### src/rtl/riscv_mdu_pkg.sv
// Shared definitions for the RV32M iterative multiply/divide unit:
// datapath width, funct3 operation codes and the FSM state encoding.
package riscv_mdu_pkg;

    localparam int XLEN = 32;

    localparam logic [2:0] F3_MUL    = 3'b000;
    localparam logic [2:0] F3_MULH   = 3'b001;
    localparam logic [2:0] F3_MULHSU = 3'b010;
    localparam logic [2:0] F3_MULHU  = 3'b011;
    localparam logic [2:0] F3_DIV    = 3'b100;
    localparam logic [2:0] F3_DIVU   = 3'b101;
    localparam logic [2:0] F3_REM    = 3'b110;
    localparam logic [2:0] F3_REMU   = 3'b111;

    typedef enum logic [1:0] {
        IDLE = 2'd0,
        CALC = 2'd1,
        FIX  = 2'd2,
        DONE = 2'd3
    } state_t;

endpackage

### src/rtl/riscv_mdu.sv
// RV32M multiply/divide, one result bit per cycle; latency 34 (1 for div-by-0/overflow).
// No backpressure: start is taken only in IDLE/DONE, busy stalls the pipe, kill aborts.
module riscv_mdu
    import riscv_mdu_pkg::*;
(
    input  logic            clk,
    input  logic            rst_n,
    input  logic            start,
    input  logic            kill,
    input  logic [2:0]      funct3,
    input  logic [XLEN-1:0] op_a,
    input  logic [XLEN-1:0] op_b,
    output logic            busy,
    output logic            done,
    output logic [XLEN-1:0] result
);

    state_t state, state_nxt;

    logic [4:0]        cnt;
    logic [2:0]        f3;
    logic [2*XLEN-1:0] acc;
    logic [XLEN-1:0]   opr;
    logic [XLEN-1:0]   mb;
    logic              neg;
    logic              rneg;

    logic            accept, step, fix_en;
    logic            is_div, a_sgn, b_sgn, a_neg, b_neg;
    logic            div_zero, div_ovf, special;
    logic [XLEN-1:0] mag_a, mag_b, special_res;

    logic [XLEN:0]     add_a, add_b, sum;
    logic              sub;
    logic [2*XLEN-1:0] prod;
    logic [XLEN-1:0]   quo, rem, fix_res;

    // Operand decode at accept time
    always_comb begin
        is_div   = funct3[2];
        a_sgn    = (funct3 != F3_MULHU) && (funct3 != F3_DIVU) && (funct3 != F3_REMU);
        b_sgn    = a_sgn && (funct3 != F3_MULHSU);
        a_neg    = a_sgn && op_a[XLEN-1];
        b_neg    = b_sgn && op_b[XLEN-1];
        mag_a    = a_neg ? -op_a : op_a;
        mag_b    = b_neg ? -op_b : op_b;
        div_zero = is_div && (op_b == '0);
        div_ovf  = is_div && !funct3[0] &&
                   (op_a == {1'b1, {(XLEN-1){1'b0}}}) && (op_b == '1);
        special  = div_zero || div_ovf;
        if (funct3[1])
            special_res = div_zero ? op_a : '0;
        else
            special_res = div_zero ? '1 : {1'b1, {(XLEN-1){1'b0}}};
    end

    // FSM: state register
    always_ff @(posedge clk or negedge rst_n) begin
        if (!rst_n) state <= IDLE;
        else        state <= state_nxt;
    end

    // FSM: next state
    always_comb begin
        state_nxt = state;
        case (state)
            IDLE: if (accept) state_nxt = special ? DONE : CALC;
            CALC: begin
                if (kill)              state_nxt = IDLE;
                else if (cnt == 5'd31) state_nxt = FIX;
            end
            FIX:  state_nxt = kill ? IDLE : DONE;
            DONE: begin
                if (accept) state_nxt = special ? DONE : CALC;
                else        state_nxt = IDLE;
            end
            default: state_nxt = IDLE;
        endcase
    end

    // FSM: control outputs
    always_comb begin
        accept = start && ((state == IDLE) || (state == DONE));
        step   = (state == CALC) && !kill;
        fix_en = (state == FIX) && !kill;
    end

    // Shared 33-bit adder: shift-add for multiply, trial subtract for divide
    always_comb begin
        if (f3[2]) begin
            add_a = {acc[2*XLEN-1:XLEN], opr[XLEN-1]};
            add_b = {1'b0, mb};
            sub   = 1'b1;
        end else begin
            add_a = {1'b0, acc[2*XLEN-1:XLEN]};
            add_b = opr[0] ? {1'b0, mb} : '0;
            sub   = 1'b0;
        end
        sum = add_a + (add_b ^ {(XLEN+1){sub}}) + {{XLEN{1'b0}}, sub};
    end

    always_comb begin
        prod = neg  ? -acc : acc;
        quo  = neg  ? -opr : opr;
        rem  = rneg ? -acc[2*XLEN-1:XLEN] : acc[2*XLEN-1:XLEN];
        case (f3)
            F3_MUL:                       fix_res = prod[XLEN-1:0];
            F3_MULH, F3_MULHSU, F3_MULHU: fix_res = prod[2*XLEN-1:XLEN];
            F3_DIV, F3_DIVU:              fix_res = quo;
            default:                      fix_res = rem;
        endcase
    end

    always_ff @(posedge clk or negedge rst_n) begin
        if (!rst_n) begin
            cnt  <= '0;
            f3   <= '0;
            acc  <= '0;
            opr  <= '0;
            mb   <= '0;
            neg  <= 1'b0;
            rneg <= 1'b0;
        end else if (accept) begin
            cnt  <= '0;
            f3   <= funct3;
            acc  <= '0;
            neg  <= a_neg ^ b_neg;
            rneg <= a_neg;
            opr  <= is_div ? mag_a : mag_b;
            mb   <= is_div ? mag_b : mag_a;
        end else if (step) begin
            cnt <= cnt + 5'd1;
            if (f3[2]) begin
                // A borrow out of the trial subtraction restores the shifted remainder
                acc[2*XLEN-1:XLEN] <= sum[XLEN] ? add_a[XLEN-1:0] : sum[XLEN-1:0];
                opr                <= {opr[XLEN-2:0], ~sum[XLEN]};
            end else begin
                acc <= {sum, acc[XLEN-1:1]};
                opr <= {1'b0, opr[XLEN-1:1]};
            end
        end
    end

    always_ff @(posedge clk or negedge rst_n) begin
        if (!rst_n) begin
            result <= '0;
            busy   <= 1'b0;
            done   <= 1'b0;
        end else begin
            if (accept && special) result <= special_res;
            else if (fix_en)       result <= fix_res;
            busy <= (state_nxt == CALC) || (state_nxt == FIX);
            done <= (state_nxt == DONE);
        end
    end

endmodule

### config.mk
export PLATFORM = sky130hd
export DESIGN_NAME = riscv_mdu
export DESIGN_NICKNAME = d
export VERILOG_FILES = /design/src/rtl/riscv_mdu_pkg.sv /design/src/rtl/riscv_mdu.sv
export SDC_FILE = /design/constraint.sdc
export NUM_CORES = 1
export LEC_CHECK = 0
export CAP_MARGIN = 15
export CORE_MARGIN = 10
export CORE_UTILIZATION = 25
export CTS_CLUSTER_DIAMETER = 150
export DETAILED_ROUTE_END_ITERATION = 10
export PLACE_DENSITY_LB_ADDON = 0.25
export SETUP_SLACK_MARGIN = 0.5
export SLEW_MARGIN = 40
export SYNTH_ARGS = -nofsm -noshare
export SYNTH_HDL_FRONTEND = slang
export SYNTH_SLANG_ARGS = --single-unit
### constraint.sdc
create_clock -name clk -period 9.95 [get_ports clk]
set_input_delay 2.4875 -clock clk [delete_from_list [all_inputs] [get_ports clk]]
set_output_delay 2.4875 -clock clk [all_outputs]
set_load 0.02 [all_outputs]
Word level (Yosys, flattened, before mapping)
Cells that the tools add are included.
- bits in registers: 174
- input bits: 71
- output and inout port bits: 34
- add/subtract/negate cells: 8
- eq/ne operators: 19
- mux-type cells: 34
- bitwise operators: 3
- reduce and logical (&&, ||, !) cells: 26
- operators by type and width (kind ; count):
    32-bit 2-to-1 mux ; 18
    64-bit 2-to-1 mux ; 3
    32-bit negation ; 4
    32-bit case mux with 3 select lines ; 1
    32-bit == test, second input constant ; 2
    64-bit negation ; 1
    33-bit by 1-bit adder with 33-bit output ; 1
    33-bit adder ; 1
    33-bit 2-to-1 mux ; 1
    33-bit XOR ; 1
    32-bit logical NOT ; 1
    31-bit 2-to-1 mux ; 1
    1-bit logical AND ; 13
    2-bit 2-to-1 mux ; 6
    5-bit 2-to-1 mux ; 2
    2-bit == test, second input constant ; 4
    2-bit case mux with 4 select lines ; 1
    3-bit by 2-bit == test with 1-bit output, second input constant ; 2
    3-bit == test, second input constant ; 2
    3-bit by 2-bit inequality test with 1-bit output, second input constant ; 2
    3-bit inequality test, second input constant ; 2
    5-bit by 1-bit adder with 5-bit output, second input constant ; 1
    5-bit == test, second input constant ; 1
    2-bit by 1-bit == test with 1-bit output, second input constant ; 2
    13 further kinds ; 17

Depth between registers and ports, before layout
- depth after elaboration: 10
- mapped depth: 20

Worst setup path before layout
OpenSTA, ideal clock, no wires.
- kind: input to register
- from: input op_b[4]
- to: register busy
- library setup time: 0.126 ns
- arrival time: 4.856 ns
- slack: 4.968 ns
- cell stages on the path: 10
- buffers on the path: 2
- cell sequence: or4_1 nor4_2 and4_1 clkbuf_1 nand4b_1 a21oi_2 clkbuf_1 a211oi_1 a21oi_1 ha_1
- longest elaborated chain between the ends: 8
- elaborated cells between the ends (all ways): 12
- those cells by class: eq/ne: 3; mux: 4; reduce/logical: 5
- RTL lines (what ; RTL line ; source):
    start: declaration ; riscv_mdu.sv:12 ; input logic [XLEN-1:0] op_b,
    32-bit == test / 32-bit logical NOT (equally long branches) ; riscv_mdu.sv:49, riscv_mdu.sv:47 ;
    1-bit logical AND, on equally long branches ; riscv_mdu.sv:49, riscv_mdu.sv:47 ;
    1-bit logical OR * ; riscv_mdu.sv:50 ; special = div_zero || div_ovf;
    2-bit 2-to-1 mux * ; riscv_mdu.sv:67, riscv_mdu.sv:74 ;
    2-bit 2-to-1 mux, on equally long branches ; riscv_mdu.sv:74, riscv_mdu.sv:67 ;
    2-bit case mux with 4 select lines * ; riscv_mdu.sv:66 ; case (state)
    named net state_nxt[1] ; riscv_mdu.sv:18 ; state_t state, state_nxt;
    2-bit by 1-bit == test with 1-bit output / 2-bit == test (equally long branches) ; riscv_mdu.sv:152 ; busy <= (state_nxt == CALC) || (state_nxt == FIX);
    1-bit logical OR * ; riscv_mdu.sv:152 ;
    end signal: assignment ; riscv_mdu.sv:152 ;
    end: declaration ; riscv_mdu.sv:13 ; output logic busy,
The timed path passes the listed nets; every way through them passes the cells marked *.
A chain may end at the register's enable or synchronous reset.

Worst setup path in the final report
- from: register f3[2]
- to: register acc[57]
- longest elaborated chain between the ends: 8
- elaborated cells between the ends (all ways): 10
- those cells by class: add/sub: 2; mux: 7; bitwise: 1
- RTL lines (what ; RTL line ; source):
    start: declaration ; riscv_mdu.sv:21 ; logic [2:0] f3;
    start signal: assignment ; riscv_mdu.sv:125 ; f3 <= funct3;
    32-bit 2-to-1 mux / 1-bit 2-to-1 mux (equally long branches) ; riscv_mdu.sv:90 ; if (f3[2]) begin
    33-bit XOR ; riscv_mdu.sv:99 ; sum = add_a + (add_b ^ {(XLEN+1){sub}}) + {{XLEN{1'b0}}, sub};
    33-bit adder ; riscv_mdu.sv:99 ;
    33-bit by 1-bit adder with 33-bit output ; riscv_mdu.sv:99 ;
    32-bit 2-to-1 mux ; riscv_mdu.sv:135 ; acc[2*XLEN-1:XLEN] <= sum[XLEN] ? add_a[XLEN-1:0] : sum[XLEN-1:0];
    32-bit 2-to-1 mux * ; riscv_mdu.sv:133 ; if (f3[2]) begin
    64-bit 2-to-1 mux * ; riscv_mdu.sv:131 ; end else if (step) begin
    64-bit 2-to-1 mux * ; riscv_mdu.sv:123 ; end else if (accept) begin
    end signal: indexed assignment ; riscv_mdu.sv:135 ;
    end signal: assignment ; riscv_mdu.sv:138 ; acc <= {sum, acc[XLEN-1:1]};
    end: declaration ; riscv_mdu.sv:22 ; logic [2*XLEN-1:0] acc;
Mark *: on every way between the ends. The rest lies on a longest branch, timed or not. The select of a mux whose other input is x is not followed.

==> flow_metrics.py <==
metrics = {
    "status": {
        "outcome": "finished, final reports clean",
    },
    "cells_and_area": {
        "fillers": 6883,
        "multi_input_comb_area_sq_um": 10900,
        "final_nets": 2209,
        "seqCellArea_sq_um": 4360,
        "final_layout_size_suffix_gt1_share_pct": 5.46,
        "areaGrowthSynthToFinish_pct": 13.9,
    },
    "global_routing": {
        "met2_usage_pct": 27.3,
        "grt_max_degree": 77,
        "grt_pass1_vias": 15300,
        "grt-ovfl-total": 0,
        "grt_pass1_wl_mm": 101,
        "top_usage_layer": "met2",
        "grt_use_met3_pct": 2.69,
        "antenna_found_initial": 0,
        "gr-usage-met1_pct": 24.2,
        "track_usage_pct": 17.6,
    },
    "drt": {
        "wl_mm": 67.5,
        "viasPerCell": 5.45,
        "drtIter0Drc": 1824,
        "drc": 0,
        "firstDrtPassIters": 5,
        "vias": 16100,
        "post_drt_wl_per_cell_microns": 22.9,
        "ant_nets": 0,
    },
    "setup_path": {
        "required_ns": 10.32,
        "critPathTopFamily": "compound AO/OA/AOI/OAI gates",
        "rrSetupSlack_ns": 3.84,
        "worst-path-max-fanout": 70,
        "crit_path_frequent_cell": "buf_4",
        "start_kind": "flip-flop",
        "cpPeakStageDelay_ns": 0.71,
        "crit_type": "reg2reg",
        "cp-end-kind": "flip-flop",
        "worst_path_max_delay_cell": "buf_4",
        "critPathArrivalTime_ns": 6.48,
        "crit_chain": "buf_4, buf_4, o21ai_0, fa_1, a21o_1, a221oi_2, o22ai_1, a21oi_1, o21ai_1, a211oi_4, or2_2, mux2i_1, a221oi_1",
        "crit_buf_inv": 2,
    },
    "clock_tree": {
        "clk_pin_slew_ns": 0.08,
        "hold_buffers": 0,
        "cts_buffers": 17,
        "postCtsSetupBuffers": 0,
        "cts_sinks": 174,
        "clock_latency_ns": 0.48,
        "clockBufferDepth": 2,
        "cts_tree": "built",
        "cts_root_buf": "clkbuf_16",
        "htreeDepth": 4,
        "post_cts_resized": 0,
    },
    "synth": {
        "syn_nets": 2237,
        "async_flop_share_pct": 100,
        "synth_warnings": 0,
        "synthFlopType": "dfrtp_1",
        "synth_cells": 2121,
        "synth_area_sq_um": 16100,
        "synth.yosys.seq_area_share_pct": 27.1,
        "postSynthAreaPerCell_sq_um": 7.57,
        "synth.distinct_cells": 78,
        "synth_edf_count": 0,
        "ys_ff_latch": 174,
    },
    "timing": {
        "fmax_mhz": 164,
        "slew_violations": 0,
        "hold_slack_ns": 0.491,
        "setup_tns_ns": 0,
        "worstMarginPinSlew_ns": 0.946,
        "slew_headroom_pct": 36.3,
        "timing.final.ws_setup_ns": 3.84,
        "period_needed_ns": 6.11,
        "rsz0062_at_grt": "no",
        "finalSetupViolations": 0,
        "fin_crit_sh_pct": 61.4,
        "finClkSkew_ns": 0.0161,
        "hold_viol": 0,
    },
    "placed_design": {
        "place_hpwl_mm": 52.7,
        "place.port_buffers": 104,
        "pre_cts_ws_ns": 3.66,
        "gp_congestion": 0.959,
    },
    "floorplan": {
        "num_rows": 92,
        "ios": 105,
        "design.core.area_sq_um": 63300,
        "fp.dieH_microns": 273,
        "dieWidth_microns": 273,
        "initial_utilization_pct": 25.4,
        "die_area_sq_um": 74800,
    },
    "worst_hold_path": {
        "min_path_type": "reg2reg",
    },
    "power": {
        "power.static_leakage_nw": 7.33,
        "power.density_nw_per_um2": 338,
        "ir_worst_vdd_v": 0.000177,
    },
    "flow_run": {
        "cap_viol_max_count": 0,
    },
}
-- sequential cells by signal, summed over array words and instances, names as in the netlist --
signal and cells:
f3 3, result 32, opr 32, neg 1
done 1, cnt 5, acc 64, mb 32
state 2, rneg 1, busy 1
-- metrics by stage --
stage	utilization (%)	std cells	power (mW)	instance area (sq um)
global route	28.9	2952	6.61	18300
finish	28.9	2953	6.19	18300
global placement	27.9	2920	5.40	17700
floorplan	-	2121	4.04	16100
CTS	28.9	2952	6.14	18300
detailed placement	27.9	2920	5.42	17700
-- metal layers --
layer	vias to the layer above	share of wire, %	routed length [microns]
met5	-	0	0
met1	7843	46	31200
met3	88	5.6	3790
met4	0	3.5	2340
li1	7623	-	-
met2	542	45	30200
-- cell usage after synthesis, drive strengths merged (4+ instances only) --
cell type / count / area, sq um
a21o: 14 / 105
mux2i: 59 / 591
a221oi: 8 / 76.3
a211oi: 15 / 125
o21bai: 5 / 37.5
a22o: 34 / 298
nor3: 43 / 215
and2: 9 / 56.3
o2111ai: 4 / 35.0
nand3: 33 / 165
nand4: 21 / 131
o21ai: 288 / 1450
mux2: 27 / 304
nor4: 23 / 163
o211ai: 56 / 420
nand2: 277 / 1040
a21oi: 161 / 810
o41ai: 13 / 114
or4: 22 / 169
clkbuf: 137 / 515
a21boi: 10 / 75.1
a311oi: 4 / 35.0
nand2b: 19 / 119
nor2b: 5 / 31.3
or2: 10 / 62.6
o21a: 6 / 45.0
xor2: 103 / 902
nor2: 146 / 548
buf: 35 / 160
ha: 44 / 551
nand4b: 5 / 43.8
o31ai: 32 / 240
dfrtp: 174 / 4350
xnor2: 106 / 928
a31oi: 17 / 106
o221ai: 20 / 175
or3: 31 / 194
and3: 16 / 100
inv: 43 / 161
a22oi: 5 / 37.5
-- worst paths after layout --
kind                                   startpoint                endpoint  cells after the start
setup reg to reg                f3[2]$_DFFE_PN0P_     acc[57]$_DFFE_PN0P_                     13
setup / recovery                f3[2]$_DFFE_PN0P_     acc[57]$_DFFE_PN0P_                     13
min in group asynchronous                   rst_n      acc[9]$_DFFE_PN0P_                      1
hold reg to reg            result[20]$_DFFE_PN0P_  result[20]$_DFFE_PN0P_                      2
max in group asynchronous                   rst_n       f3[2]$_DFFE_PN0P_                      2
hold / removal             result[20]$_DFFE_PN0P_  result[20]$_DFFE_PN0P_                      2
-- final cells by class --
cell class              instances  share of cell area (%)
repair buffers                125                    6.58
clock inverters                15                   0.957
flip-flops and latches        174                    23.8
inverters                      44                   0.902
multi-input cells            1731                    59.6
diodes                          1                  0.0137
well taps                     846                    5.78
clock buffers                  17                    2.32
-- cells in the final DEF, fill, tap and decap left out, types with 31 or more instances in the layout --
master,synthesis,layout
o21ai_0,285,285
nand2_1,277,276
dfrtp_1,174,172
a21oi_1,160,160
nor2_1,146,139
xnor2_1,106,106
xor2_1,103,103
clkdlybuf4s50_1,0,102
mux2i_1,59,59
o211ai_1,56,56
ha_1,44,44
inv_1,43,43
nor3_1,43,43
a22o_1,34,34
nand3_1,33,33
o31ai_1,32,32
or3_1,31,31
-- worst reg2reg max path, stage by stage (launching register included) --
cell and delay [ns]:
dfrtp_4 0.70, buf_4 0.57, buf_4 0.72, o21ai_0 0.34, fa_1 0.52, a21o_1 0.23
a221oi_2 0.43, o22ai_1 0.23, a21oi_1 0.40, o21ai_1 0.25, a211oi_4 0.52, or2_2 0.65
mux2i_1 0.16, a221oi_1 0.30
-- kinds of logic (layout without fill, tap and decap cells) --
kind of cell | count (synthesis) | count (layout) | synth area share [%]
compound gates | 718 | 718 | 27.5
simple gates | 673 | 673 | 19.6
buf+inv | 216 | 201 | 5.23
xor+xnor | 209 | 209 | 11.4
flops | 174 | 174 | 27.1
mux | 86 | 86 | 5.57
fa+ha+maj | 45 | 45 | 3.55
other cells | 0 | 1 | 0
-- power breakdown --
part           internal, mW  leakage [nW]  total [mW]  switching (mW)
Combinational          1.44          4.80        4.04            2.60
Clock                 0.338         0.282       0.708           0.370
Sequential            0.965          2.24        1.44           0.477
Power figures use the tool's default switching activity.
